[config.mk]
export PLATFORM = sky130hd
export DESIGN_NAME = usb_rx_phy
export DESIGN_NICKNAME = d
export VERILOG_FILES = /design/src/rtl/usb_rx_phy.sv
export SDC_FILE = /design/constraint.sdc
export NUM_CORES = 1
export LEC_CHECK = 0
export ABC_AREA = 1
export BUFFER_PORTS_ARGS = -buffer_cell sky130_fd_sc_hd__buf_4
export CORE_MARGIN = 8
export CORE_UTILIZATION = 35
export CTS_BUF_LIST = sky130_fd_sc_hd__clkbuf_8 sky130_fd_sc_hd__clkbuf_16
export CTS_CLUSTER_DIAMETER = 30
export DETAILED_ROUTE_END_ITERATION = 8
export PLACE_DENSITY = 0.63
export SLEW_MARGIN = 40
export SYNTH_ARGS = -nofsm -noshare
export SYNTH_HDL_FRONTEND = slang
export SYNTH_SLANG_ARGS = --single-unit
[constraint.sdc]
create_clock -name clock48 -period 3.2 [get_ports clock48]
set_input_delay 0.8 -clock clock48 [delete_from_list [all_inputs] [get_ports clock48]]
set_output_delay 0.8 -clock clock48 [all_outputs]
set_load 0.05 [all_outputs]
[src/rtl/usb_rx_phy.sv]
// -----------------------------------------------------------------------------
// usb_rx_phy
//
// Full-speed USB receive front end. The raw D+/D- pins are synchronised and
// sampled at 48 MHz (4 clocks per 12 Mb/s bit). A phase counter re-centres on
// every line transition and strobes one sample per bit. Each strobe is
// NRZI-decoded; the FSM detects SYNC, removes stuffed bits, assembles
// LSB-first bytes and reports end of packet and errors.
//
// Parameters:
//   SAMPLE_PHASE      phase-counter value (0..3) at which a bit is sampled
//   SYNC_MIN_ZEROS    minimum decoded zeros before the SYNC-terminating one
//   RESET_SE0_CYCLES  SE0 clocks that signal a bus reset (1..127)
//
// Ports:
//   clock48    in   48 MHz clock
//   reset      in   synchronous, active-high reset
//   data       in   D+ pin (asynchronous)
//   data_n     in   D- pin (asynchronous)
//   rx_data    out  last assembled byte, valid with rx_valid
//   rx_valid   out  one-cycle pulse per received byte
//   rx_sop     out  one-cycle pulse when SYNC completes
//   rx_eop     out  one-cycle pulse when EOP (SE0) is sampled
//   rx_error   out  one-cycle pulse on stuff error, SE1 or partial byte at EOP
//   rx_active  out  high while receiving packet data
//   usb_reset  out  bus-reset level indication
//
// Optional feature (macro USB_RX_BUS_RESET_EN):
//   defined   - a saturating SE0 cycle counter raises usb_reset after
//               RESET_SE0_CYCLES consecutive SE0 clocks; usb_reset clears the
//               cycle after the first J/K sample, and the FSM is held in
//               WAIT_IDLE while it is high.
//   undefined - no counter, usb_reset is tied to 0.
// -----------------------------------------------------------------------------
module usb_rx_phy #(
    parameter int unsigned SAMPLE_PHASE     = 2,
    parameter int unsigned SYNC_MIN_ZEROS   = 5,
    parameter int unsigned RESET_SE0_CYCLES = 120
) (
    input  logic       clock48,
    input  logic       reset,
    input  logic       data,
    input  logic       data_n,
    output logic [7:0] rx_data,
    output logic       rx_valid,
    output logic       rx_sop,
    output logic       rx_eop,
    output logic       rx_error,
    output logic       rx_active,
    output logic       usb_reset
);

    // Line states as {D+, D-}
    localparam logic [1:0] LINE_SE0 = 2'b00;
    localparam logic [1:0] LINE_K   = 2'b01;
    localparam logic [1:0] LINE_J   = 2'b10;
    localparam logic [1:0] LINE_SE1 = 2'b11;

    localparam logic [1:0] STROBE_PHASE = 2'(SAMPLE_PHASE);
    localparam logic [2:0] ZEROS_MIN    = 3'(SYNC_MIN_ZEROS);

    // Elaboration-time range checks on the parameters.
    if (SAMPLE_PHASE > 3) begin : g_bad_sample_phase
        $error("usb_rx_phy: SAMPLE_PHASE must be 0..3");
    end
    if (SYNC_MIN_ZEROS > 7) begin : g_bad_sync_zeros
        $error("usb_rx_phy: SYNC_MIN_ZEROS must be 0..7");
    end
    if (RESET_SE0_CYCLES < 1 || RESET_SE0_CYCLES > 127) begin : g_bad_reset_cycles
        $error("usb_rx_phy: RESET_SE0_CYCLES must be 1..127");
    end

    typedef enum logic [1:0] {
        ST_IDLE      = 2'd0,
        ST_SYNC      = 2'd1,
        ST_DATA      = 2'd2,
        ST_WAIT_IDLE = 2'd3
    } state_t;

    // Synchroniser and previous-sample flops
    logic       dp_s1_q, dp_s1_d, dp_s2_q, dp_s2_d;
    logic       dn_s1_q, dn_s1_d, dn_s2_q, dn_s2_d;
    logic [1:0] line_prev_q, line_prev_d;
    logic [1:0] phase_q, phase_d;

    // FSM and datapath flops
    state_t     state_q, state_d;
    logic       prev_j_q, prev_j_d;
    logic [2:0] zeros_q, zeros_d;
    logic [2:0] ones_q, ones_d;
    logic [2:0] bitcnt_q, bitcnt_d;
    logic [7:0] shift_q, shift_d;

    // Output registers
    logic [7:0] rx_data_q, rx_data_d;
    logic       rx_valid_q, rx_valid_d;
    logic       rx_sop_q, rx_sop_d;
    logic       rx_eop_q, rx_eop_d;
    logic       rx_error_q, rx_error_d;

    logic [1:0] line_cur;
    logic       cur_jk, cur_j, prev_jk, prev_se0;
    logic       edge_seen, strobe, nrzi_bit;
    logic       bus_reset_active;

    assign line_cur = {dp_s2_q, dn_s2_q};
    assign cur_j    = (line_cur == LINE_J);
    assign cur_jk   = (line_cur == LINE_J) || (line_cur == LINE_K);
    assign prev_jk  = (line_prev_q == LINE_J) || (line_prev_q == LINE_K);
    assign prev_se0 = (line_prev_q == LINE_SE0);

    // Re-centre only on J<->K or SE0->J/K; J/K->SE0 and anything from SE1
    // leave the phase free-running so EOP is still sampled on bit boundaries.
    assign edge_seen = cur_jk && (line_cur != line_prev_q) && (prev_jk || prev_se0);
    assign strobe    = (phase_q == STROBE_PHASE);
    // NRZI: no change from the previous strobe decodes as 1
    assign nrzi_bit  = (cur_j == prev_j_q);

    always_comb begin
        dp_s1_d     = data;
        dn_s1_d     = data_n;
        dp_s2_d     = dp_s1_q;
        dn_s2_d     = dn_s1_q;
        line_prev_d = line_cur;
        phase_d     = edge_seen ? 2'd0 : phase_q + 2'd1;
    end

`ifdef USB_RX_BUS_RESET_EN
    localparam logic [6:0] SE0_RESET_CNT = 7'(RESET_SE0_CYCLES);

    logic [6:0] se0_cnt_q, se0_cnt_d;
    logic       usb_reset_q, usb_reset_d;

    always_comb begin
        se0_cnt_d = 7'd0;
        if (line_cur == LINE_SE0) begin
            se0_cnt_d = (se0_cnt_q == 7'h7f) ? se0_cnt_q : se0_cnt_q + 7'd1;
        end
        // Hold once raised until a J or K is seen on the synchronised line
        if (cur_jk) begin
            usb_reset_d = 1'b0;
        end else begin
            usb_reset_d = usb_reset_q || (se0_cnt_d == SE0_RESET_CNT);
        end
    end

    always_ff @(posedge clock48) begin
        if (reset) begin
            se0_cnt_q   <= 7'd0;
            usb_reset_q <= 1'b0;
        end else begin
            se0_cnt_q   <= se0_cnt_d;
            usb_reset_q <= usb_reset_d;
        end
    end

    assign bus_reset_active = usb_reset_q;
    assign usb_reset        = usb_reset_q;
`else
    assign bus_reset_active = 1'b0;
    assign usb_reset        = 1'b0;
`endif

    // Next-state and datapath
    always_comb begin
        state_d    = state_q;
        prev_j_d   = prev_j_q;
        zeros_d    = zeros_q;
        ones_d     = ones_q;
        bitcnt_d   = bitcnt_q;
        shift_d    = shift_q;
        rx_data_d  = rx_data_q;
        rx_valid_d = 1'b0;
        rx_sop_d   = 1'b0;
        rx_eop_d   = 1'b0;
        rx_error_d = 1'b0;

        case (state_q)
            ST_IDLE: begin
                prev_j_d = 1'b1;
                zeros_d  = 3'd0;
                ones_d   = 3'd0;
                bitcnt_d = 3'd0;
                // The first K after idle J is already the first SYNC zero
                if (strobe && line_cur == LINE_K) begin
                    prev_j_d = 1'b0;
                    zeros_d  = 3'd1;
                    state_d  = ST_SYNC;
                end
            end

            ST_SYNC: begin
                if (strobe) begin
                    if (cur_jk) begin
                        prev_j_d = cur_j;
                        if (!nrzi_bit) begin
                            zeros_d = (zeros_q == 3'd7) ? zeros_q : zeros_q + 3'd1;
                        end else if (zeros_q >= ZEROS_MIN) begin
                            rx_sop_d = 1'b1;
                            ones_d   = 3'd1;  // the SYNC-ending one starts the run
                            bitcnt_d = 3'd0;
                            state_d  = ST_DATA;
                        end else begin
                            state_d = ST_IDLE;
                        end
                    end else begin
                        // Noise rather than a packet: drop silently
                        state_d = ST_IDLE;
                    end
                end
            end

            ST_DATA: begin
                if (strobe) begin
                    if (line_cur == LINE_SE0) begin
                        rx_eop_d   = 1'b1;
                        rx_error_d = (bitcnt_q != 3'd0);
                        state_d    = ST_WAIT_IDLE;
                    end else if (line_cur == LINE_SE1) begin
                        rx_error_d = 1'b1;
                        state_d    = ST_WAIT_IDLE;
                    end else begin
                        prev_j_d = cur_j;
                        if (ones_q == 3'd6) begin
                            // Stuff position: a zero is dropped, a one is illegal
                            if (nrzi_bit) begin
                                rx_error_d = 1'b1;
                                state_d    = ST_WAIT_IDLE;
                            end else begin
                                ones_d = 3'd0;
                            end
                        end else begin
                            ones_d  = nrzi_bit ? ones_q + 3'd1 : 3'd0;
                            shift_d = {nrzi_bit, shift_q[7:1]};
                            if (bitcnt_q == 3'd7) begin
                                rx_data_d  = {nrzi_bit, shift_q[7:1]};
                                rx_valid_d = 1'b1;
                                bitcnt_d   = 3'd0;
                            end else begin
                                bitcnt_d = bitcnt_q + 3'd1;
                            end
                        end
                    end
                end
            end

            ST_WAIT_IDLE: begin
                if (strobe && line_cur == LINE_J) begin
                    state_d = ST_IDLE;
                end
            end

            default: state_d = ST_IDLE;
        endcase

        if (bus_reset_active) begin
            state_d = ST_WAIT_IDLE;
        end
    end

    always_ff @(posedge clock48) begin
        if (reset) begin
            dp_s1_q     <= 1'b1;
            dn_s1_q     <= 1'b0;
            dp_s2_q     <= 1'b1;
            dn_s2_q     <= 1'b0;
            line_prev_q <= LINE_J;
            phase_q     <= 2'd0;
            state_q     <= ST_IDLE;
            prev_j_q    <= 1'b1;
            zeros_q     <= 3'd0;
            ones_q      <= 3'd0;
            bitcnt_q    <= 3'd0;
            shift_q     <= 8'd0;
            rx_data_q   <= 8'd0;
            rx_valid_q  <= 1'b0;
            rx_sop_q    <= 1'b0;
            rx_eop_q    <= 1'b0;
            rx_error_q  <= 1'b0;
        end else begin
            dp_s1_q     <= dp_s1_d;
            dn_s1_q     <= dn_s1_d;
            dp_s2_q     <= dp_s2_d;
            dn_s2_q     <= dn_s2_d;
            line_prev_q <= line_prev_d;
            phase_q     <= phase_d;
            state_q     <= state_d;
            prev_j_q    <= prev_j_d;
            zeros_q     <= zeros_d;
            ones_q      <= ones_d;
            bitcnt_q    <= bitcnt_d;
            shift_q     <= shift_d;
            rx_data_q   <= rx_data_d;
            rx_valid_q  <= rx_valid_d;
            rx_sop_q    <= rx_sop_d;
            rx_eop_q    <= rx_eop_d;
            rx_error_q  <= rx_error_d;
        end
    end

    assign rx_data   = rx_data_q;
    assign rx_valid  = rx_valid_q;
    assign rx_sop    = rx_sop_q;
    assign rx_eop    = rx_eop_q;
    assign rx_error  = rx_error_q;
    assign rx_active = (state_q == ST_DATA);

endmodule

==> reports/summary.txt, run 1 <==
Detailed placement HPWL: 2990 µm
Resized cells post-CTS: 0
DR WL/cell: 11.4 µm
Chip width: 92.2 µm
Area occupied by multi-input gates: 1090 µm²
Worst-path cell chain: inv_1, ha_1, buf_4
Antenna violations before repair: 0
Hold path start: phase_q[0]
Switching power: 353 µW
Worst EP arrival: 1.67 ns
Flop pwr share: 0.456
Tcrit/Tclk final: 0.771
CTS sink count: 39
Required @ worst endpoint: 2.40 ns
Fmax: 0.405 GHz
Max stage delay on crit path: 0.55 ns
Mapped Area: 2030 µm²
# hold bufs at CTS: 0
Initial core utilization: 0.365
Setup Fix Bufs, Post-CTS: 0
Critical path launch point type: flop
Syn. warnings: 0
Combinational power share: 0.195
Critical path type: flop to output port
Layout Cells excl Fill: 356
Fill count: 592
CTS tree: yes
CP Launch Point: state_q[0]
Critical Path End Type: output port
Final wirelength: 4050 µm
Clock latency on the worst-skew pair: 0.29 ns
Mapped Avg Cell Area: 7.68 µm²
Vias/cell: 4.64
Vias in the first global route: 1636
Storage element area: 781 µm²
Status: finished, final reports clean
Post-Synthesis Cells: 265
CTS Root Buffer Type: clkbuf_8
CTS H-tree lvls: 2
Area added between synthesis and finish: 14.3%
Final setup vio count: 0
DRC Markers: 0
CORE AREA: 5570 µm²
Layout cell share with drive strength beyond 1: 0.180
Largest net degree at the start of global routing: 21
Clock power share: 0.349
Placed cell count: 348
Worst min path class: flop to flop
Cell Pwr Density: 506 nW/µm²
Final Max Slew Viols: 0
Max Cap Violations: 0
Sequential share of the synthesized area: 0.384
Ant. Diodes: 0
Overflow after GRT: 0
Die ar.: 8510 µm²
Switching share of power: 0.300
First-pass GRT wire length: 7200 µm
PortBufs: 16
DIE HEIGHT: 92.2 µm
CTS buffer count: 5
GPL Wtd Cong: 0.784
Synth cell types: 31
Longest Clk Path Bufs: 2
Worst-path fanout max: 12
Hold Slack: 0.410 ns
RSZ-0062 raised after global routing: no
Post-Place Worst Slack: 1.04 ns
Post-route ant nets: 0
Clk pin slew, worst setup/hold paths: 0.08 ns
Post-Route Setup TNS: 0 ns
Min Tclk post-route: 2.47 ns
Worst vdd ir: 0.190 mV
Slowest cell on crit path: ha_1
Leakage power: 0.00111 µW
Io pins: 18
Synth Register Bits: 39
Initial DRT Pass Iterations: 4
Layout Nets: 306
Tot GR Track Use: 0.104
Internal power: 824 µW
Final Hold Vio Count: 0
Initial DRC Count: 86
DR vias: 1652
Site row count: 27
Max Clock Skew: 0.0118 ns
Launch point of the worst reg-to-reg path: state_q[0]
Worst slew pin tran: 0.593 ns
Synth Net Count: 288
Final worst slack: 0.732 ns
Rel. slew slack: 0.605
-- stage by stage --
stage / utilization / total power [µW] / cell area, µm²
2_1_floorplan: - / 729 / 2030
3_3_place_gp: 0.397 / 771 / 2210
3_5_place_dp: 0.397 / 778 / 2210
4_1_cts: 0.417 / 1190 / 2330
5_1_grt: 0.417 / 1260 / 2330
6_report: 0.417 / 1180 / 2330
-- critical path: cells and delay by family (launching register included) --
family     cells  cell delay (ns)
buf+inv        2             0.44
fa+ha+maj      1             0.55
flops          1             0.38
-- final cells by class --
type,count,area share
Timing Repair Buffer,16,0.0516
Tap cell,72,0.0387
Sequential cell,39,0.336
Clock buffer,5,0.0296
Multi-Input combinational cell,187,0.469
Inverter,34,0.0570
Clock inverter,3,0.0188
-- cells in the final DEF (no fill, tap or decap), types with 4 or more instances in the layout --
cell type	n
nor2_4	4
inv_1	30
a21oi_1	15
nand3_1	12
ha_1	19
nand2_2	5
buf_4	16
clkbuf_8	5
nor2_1	41
nand2_4	4
dfxtp_1	39
o21ai_0	16
nand2_1	46
-- power by group through the flow --
stage,logic (µW),clock network (µW),registers [µW]
finish,229,411,536
global placement,225,0,546
global route,267,449,541
CTS,230,425,536
detailed placement,230,0,547
floorplan,187,0,542
-- Yosys cell counts, drive strengths merged --
cell	n	area [µm²]
nor2	47	211
inv	33	124
clkbuf	2	7.51
xor2	3	26.3
a211oi	1	7.51
conb	1	3.75
nor3	3	15.0
nand3	14	80.1
nand2	55	249
buf	3	23.8
ha	19	238
nand3b	1	7.51
o211ai	2	15.0
or2	2	12.5
o21ai	19	106
a21oi	17	92.6
clkinv	1	8.76
dfxtp	39	781
nand4	3	25.0
-- routing by layer --
metal,track usage,share of wire,routed length (µm)
met1,0.116,0.48,1930
met2,0.176,0.46,1840
met3,0.0277,0.040,161
met4,0.0537,0.027,109
met5,0,0,0
-- state kept, by name, indices dropped and copies added, names as in the netlist, 2 cells and up, named ones only --
signal and count:
line_prev_q 2, shift_q 7, zeros_q 3, bitcnt_q 3
ones_q 3, phase_q 2, rx_data 8
-- cells by family (layout without fill, tap and decap cells) --
| group | count (synthesis) | in the layout | share of synthesized area |
|---|---|---|---|
| simple gates | 125 | 125 | 0.295 |
| compound gates | 39 | 39 | 0.109 |
| flops | 39 | 39 | 0.384 |
| buf+inv | 39 | 58 | 0.0806 |
| fa+ha+maj | 19 | 19 | 0.117 |
| xor+xnor | 3 | 3 | 0.0129 |
| other cells | 1 | 1 | 0.00184 |
-- final timing paths --
path                              endpoint  slack [ns]  depth (start not counted)
worst max-delay path             rx_active        0.73                          3
worst min-delay path            phase_q[0]        0.41                          1
worst max register to register  rx_data[6]        1.19                          7
worst min register to register  phase_q[0]        0.41                          1
No activity file was read; power rests on OpenSTA's default activity.
==> inputs of run 2 (changes only) <==
==> constraint.sdc (replaced) <==
create_clock -name clock48 -period 2.28 [get_ports clock48]
set_input_delay 0.57 -clock clock48 [delete_from_list [all_inputs] [get_ports clock48]]
set_output_delay 0.57 -clock clock48 [all_outputs]
set_load 0.05 [all_outputs]
==> run 2 against run 1 <==
Effect of this change: cell area is 0.75% lower; sequential power is 40% higher; clock skew is 0.0024 ns higher; sequential cell count stayed put; utilization is 0.31 points lower; critical endpoint unchanged; clock power is 18% higher; critical path depth stayed put.
==> reports/summary.txt, run 2 (synthesis results as in run 1) <==
RSZ-0062 raised after global routing: no
Post-Route Setup TNS: 0 ns (unchanged)
Worst-path fanout max: 12 (unchanged)
Vias in the first global route: 1509 (-7.8%)
Tcrit/Tclk final: 0.896
DRC Markers: 0 (unchanged)
First-pass GRT wire length: 6960 µm (-3.3%)
Ant. Diodes: 0 (unchanged)
CTS Root Buffer Type: clkbuf_8
Final worst slack: 0.237 ns (-0.495 ns)
CTS buffer count: 5 (unchanged)
Max Clock Skew: 0.0142 ns (+0.00236 ns)
Fin util: 0.414 (-0.00314)
CTS H-tree lvls: 2 (unchanged)
Overflow after GRT: 0 (unchanged)
Tot Pwr: 1560 µW (+33%)
DIE HEIGHT: 92.2 µm (unchanged)
Final wirelength: 4060 µm (+0.22%)
Worst-path cell chain: inv_1, ha_2, buf_4
Die ar.: 8510 µm² (unchanged)
Worst min path class: flop to flop
Most Crowded Layer GR: met2
CTS sink count: 39 (unchanged)
Worst EP arrival: 1.47 ns (-0.20 ns)
Worst slew pin tran: 0.587 ns (-0.00602 ns)
Initial core utilization: 0.365 (unchanged)
Max stage delay on crit path: 0.40 ns (-0.15 ns)
DR vias: 1651 (-0.061%)
Detailed placement HPWL: 2930 µm (-1.9%)
Clock latency on the worst-skew pair: 0.30 ns (about the same)
Site row count: 27 (unchanged)
Required @ worst endpoint: 1.71 ns (-0.69 ns)
# hold bufs at CTS: 0 (unchanged)
Max Cap Violations: 0 (unchanged)
Layout Nets: 306 (unchanged)
CTS tree: yes
Status: finished, final reports clean
Io pins: 18 (unchanged)
Most frequent cells in the layout: 46 x nand2_1, 41 x nor2_1, 39 x dfxtp_1
Post-Place Worst Slack: 0.319 ns (-0.723 ns)
Tot GR Track Use: 0.0999 (-0.00367)
Critical Path End Type: output port
Chip width: 92.2 µm (unchanged)
Antenna violations before repair: 0 (unchanged)
Worst vdd ir: 0.248 mV (+30%)
Hold Slack: 0.408 ns (-0.00137 ns)
GPL Wtd Cong: 0.831 (+5.9%)
Cell Pwr Density: 676 nW/µm² (+34%)
Clk pin slew, worst setup/hold paths: 0.09 ns (about the same)
Post-route ant nets: 0 (unchanged)
Largest net degree at the start of global routing: 21 (unchanged)
Vias/cell: 4.64 (about the same)
Leakage power: 0.00109 µW (-1.7%)
Rel. slew slack: 0.608 (+0.00359)
Final Max Slew Viols: 0 (unchanged)
Final Hold Vio Count: 0 (unchanged)
Min Tclk post-route: 2.04 ns
Slowest cell on crit path: ha_2
Longest Clk Path Bufs: 2 (unchanged)
Critical path type: flop to output port
Met2 GRT Util: 0.166 (-0.0101)
Final setup vio count: 0 (unchanged)
Critical path launch point type: flop
PortBufs: 16 (unchanged)
Initial DRC Count: 105 (+22%)
Global-route met3 utilization: 0.0253 (-0.00244)
Layout cell share with drive strength beyond 1: 0.183 (+0.00352)
Initial DRT Pass Iterations: 4 (unchanged)
DR WL/cell: 11.4 µm (+0.22%)
Global Route met1 Usage: 0.118 (+0.00247)
Max FFs per register: 8 (unchanged)
Fmax: 0.489 GHz
Area added between synthesis and finish: 13.5%
CORE AREA: 5570 µm² (unchanged)
Commonest non-fill, non-tap cell in the layout: nand2_1
[run 2: changes by cell type in the layout (fill, tap and decap cells not counted)]
cell / change
clkinv_2: -1
clkinvlp_4: +2
inv_6: +1
ha_2: +1
bufinv_16: -1
ha_1: -1
clkinv_4: -1
[run 2: metal layers]
layer  up-vias  wire (µm)
li1        869          -
met1       756       1950
met2        21       1880
met3         5        154
met4         0         70
met5         -          0
[run 2: timing repair]
| action | CTS | global route |
|---|---|---|
| buffers inserted | 0 | 0 |
| gates resized for setup | 0 | 1 |
| endpoints found under the setup margin | 0 | 1 |
[run 2: final cells by class]
cell class / instances / area (µm²)
multi-input cells: 187 / 1090
clock inverters: 3 / 23.8
flip-flops and latches: 39 / 781
repair buffers: 16 / 120
well taps: 72 / 90.1
clock buffers: 5 / 68.8
inverters: 34 / 133
fillers: 604 / 3270
[run 2: metrics by stage]
step           instances  area (µm²)
2_1_floorplan        265        2030
3_3_place_gp         348        2210
3_5_place_dp         348        2210
4_1_cts              356        2310
5_1_grt              356        2310
6_report             356        2310
[run 2: power by group]
part / switching (µW) / total, µW / internal (µW)
clock: 269 / 487 / 219
combinational: 209 / 322 / 112
sequential: 34.3 / 752 / 718
[run 2: path summary, 6_finish.rpt]
path                            startpoint  depth (start not counted)  slack (ns)    endpoint
worst min register to register     dn_s1_q                          2        0.41     dn_s2_q
worst max register to register  state_q[0]                          7        0.50  rx_data[4]
worst min-delay path               dn_s1_q                          2        0.41     dn_s2_q
worst max-delay path            state_q[0]                          3        0.24   rx_active
[run 2: worst max-delay path: cells and delay by family, from the launching register on]
family	cells	cell delay (ns)
buffers and inverters	2	0.40
adder cells (fa/ha/maj)	1	0.40
flip-flops	1	0.38
==> inputs of run 3 (changes only) <==
--- a/config.mk
+++ b/config.mk
@@ -12,7 +12,6 @@
 export CTS_BUF_LIST = sky130_fd_sc_hd__clkbuf_8 sky130_fd_sc_hd__clkbuf_16
 export CTS_CLUSTER_DIAMETER = 30
 export DETAILED_ROUTE_END_ITERATION = 8
-export PLACE_DENSITY = 0.63
 export SLEW_MARGIN = 40
 export SYNTH_ARGS = -nofsm -noshare
 export SYNTH_HDL_FRONTEND = slang
==> run 3 against run 2 <==
Effect of this change: final cell count is 0.28% higher; total power up 6.8%; first-iteration DRC count down 19%; utilization rose by 0.52 points; critical path type unchanged; highest routed layer unchanged.
==> reports/summary.txt, run 3 (synthesis results as in run 1) <==
Status: finished, final reports clean
Hold Slack: 0.410 ns (+0.00178 ns)
Largest net degree at the start of global routing: 21 (unchanged)
DIE HEIGHT: 92.2 µm (unchanged)
# hold bufs at CTS: 0 (unchanged)
PortBufs: 16 (unchanged)
Final setup vio count: 0 (unchanged)
Layout cell share with drive strength beyond 1: 0.182 (-0.000642)
Final Max Slew Viols: 0 (unchanged)
CTS Root Buffer Type: clkbuf_8
Most frequent cells in the layout: 46 x nand2_1, 41 x nor2_1, 39 x dfxtp_1
Area added between synthesis and finish: 14.9%
Rel. slew slack: 0.605 (-0.00396)
Reg2Reg Depth: 9 (+2)
RSZ-0062 raised after global routing: no
CORE AREA: 5570 µm² (unchanged)
Critical Path End Type: output port
Clock latency on the worst-skew pair: 0.30 ns (about the same)
CTS sink count: 39 (unchanged)
Layout Nets: 307 (+0.33%)
Cell Pwr Density: 713 nW/µm² (+5.5%)
CTS H-tree lvls: 2 (unchanged)
Die ar.: 8510 µm² (unchanged)
Clk pin slew, worst setup/hold paths: 0.08 ns (about the same)
Post-route ant nets: 0 (unchanged)
Max Clock Skew: 0.00985 ns (-0.00436 ns)
Launch point of the worst reg-to-reg path: state_q[0]
Worst Hold Depth: 2 (unchanged)
Final Hold Vio Count: 0 (unchanged)
Tcrit/Tclk final: 0.889 (-0.00664)
Antenna violations before repair: 0 (unchanged)
Tot GR Track Use: 0.102 (+0.00166)
Resized cells post-CTS: 0 (unchanged)
R2r setup slk: 0.38 ns (-0.12 ns)
Io pins: 18 (unchanged)
Final wirelength: 4040 µm (-0.49%)
Post-route cell area: 2340 µm² (+1.2%)
Longest Clk Path Bufs: 2 (unchanged)
Worst EP arrival: 1.46 ns (about the same)
Hold path start: dn_s1_q
Max Cap Violations: 0 (unchanged)
Initial core utilization: 0.365 (unchanged)
DR vias: 1662 (+0.67%)
Tot Pwr: 1670 µW (+6.8%)
Layout Cells excl Fill: 357 (+0.28%)
Vias in the first global route: 1573 (+4.2%)
Vias/cell: 4.66 (+0.38%)
Worst vdd ir: 0.346 mV (+40%)
Site row count: 27 (unchanged)
Placed cell count: 349 (+0.29%)
Post-Route Setup TNS: 0 ns (unchanged)
Placement-stage cell area: 2220 µm² (+0.34%)
Setup Fix Bufs, Post-CTS: 0 (unchanged)
Overflow after GRT: 0 (unchanged)
Worst-path fanout max: 7 (-5)
DR WL/cell: 11.3 µm (-0.77%)
Critical path type: flop to output port
Detailed placement HPWL: 2990 µm (+2.1%)
CTS buffer count: 5 (unchanged)
First-pass GRT wire length: 7200 µm (+3.5%)
Critical path launch point type: flop
DRC Markers: 0 (unchanged)
Min Tclk post-route: 2.03 ns (-0.0151 ns)
Worst hold path endpoint: dn_s2_q
Max FFs per register: 8 (unchanged)
Initial DRC Count: 85 (-19%)
Initial DRT Pass Iterations: 4 (unchanged)
Worst slew pin tran: 0.593 ns (+0.00594 ns)
Required @ worst endpoint: 1.71 ns (about the same)
Worst min path class: flop to flop
Chip width: 92.2 µm (unchanged)
CTS tree: yes
Ant. Diodes: 0 (unchanged)
Commonest non-fill, non-tap cell in the layout: nand2_1
GPL Wtd Cong: 0.801 (-3.5%)
Leakage power: 0.00112 µW (+2.3%)
Fmax: 0.493 GHz (+0.75%)
run 3: final cells by class:
cell class                 count  area, µm²
clock inverter                 3       47.5
multi-input combinational    187       1090
clock buffer                   5       68.8
timing repair buffer          17        128
sequential                    39        781
inverter                      34        133
fill                         599       3240
tap                           72       90.1
run 3: how the worst max path moves through the flow:
stage	from	end	slack, ns	cells past startpoint
4_1_cts	state_q[0]	rx_active	0.25	3
2_1_floorplan	state_q[0]	bitcnt_q[0]	0.43	11
5_1_grt	state_q[0]	rx_active	0.14	3
6_report	state_q[0]	rx_active	0.25	3
3_3_place_gp	state_q[0]	flop	0.47	9
3_5_place_dp	state_q[0]	flop	0.42	9
run 3: per-stage QoR:
stage	util	worst slack [ns]
CTS	0.419	0.249
global route	0.419	0.140
global placement	0.398	0.472
finish	0.419	0.252
floorplan	-	0.430
detailed placement	0.398	0.419
run 3: critical path, stage by stage (launching register included):
cell and delay [ns]:
dfxtp_1 0.46, inv_1 0.12, ha_1 0.34, buf_4 0.25
run 3: where the power goes:
group | leakage (µW) | switching (µW) | internal (µW)
combinational | 0.000744 | 206 | 113
sequential | 0.000316 | 36.1 | 717
clock | 0.0000587 | 264 | 332
run 3: routing by layer:
| metal | wire length (µm) | vias to the layer above | track usage |
|---|---|---|---|
| met5 | 0 | - | 0 |
| met4 | 51 | 0 | 0.0282 |
| met3 | 197 | 7 | 0.0302 |
| li1 | - | 875 | - |
| met1 | 1970 | 749 | 0.128 |
| met2 | 1820 | 31 | 0.163 |
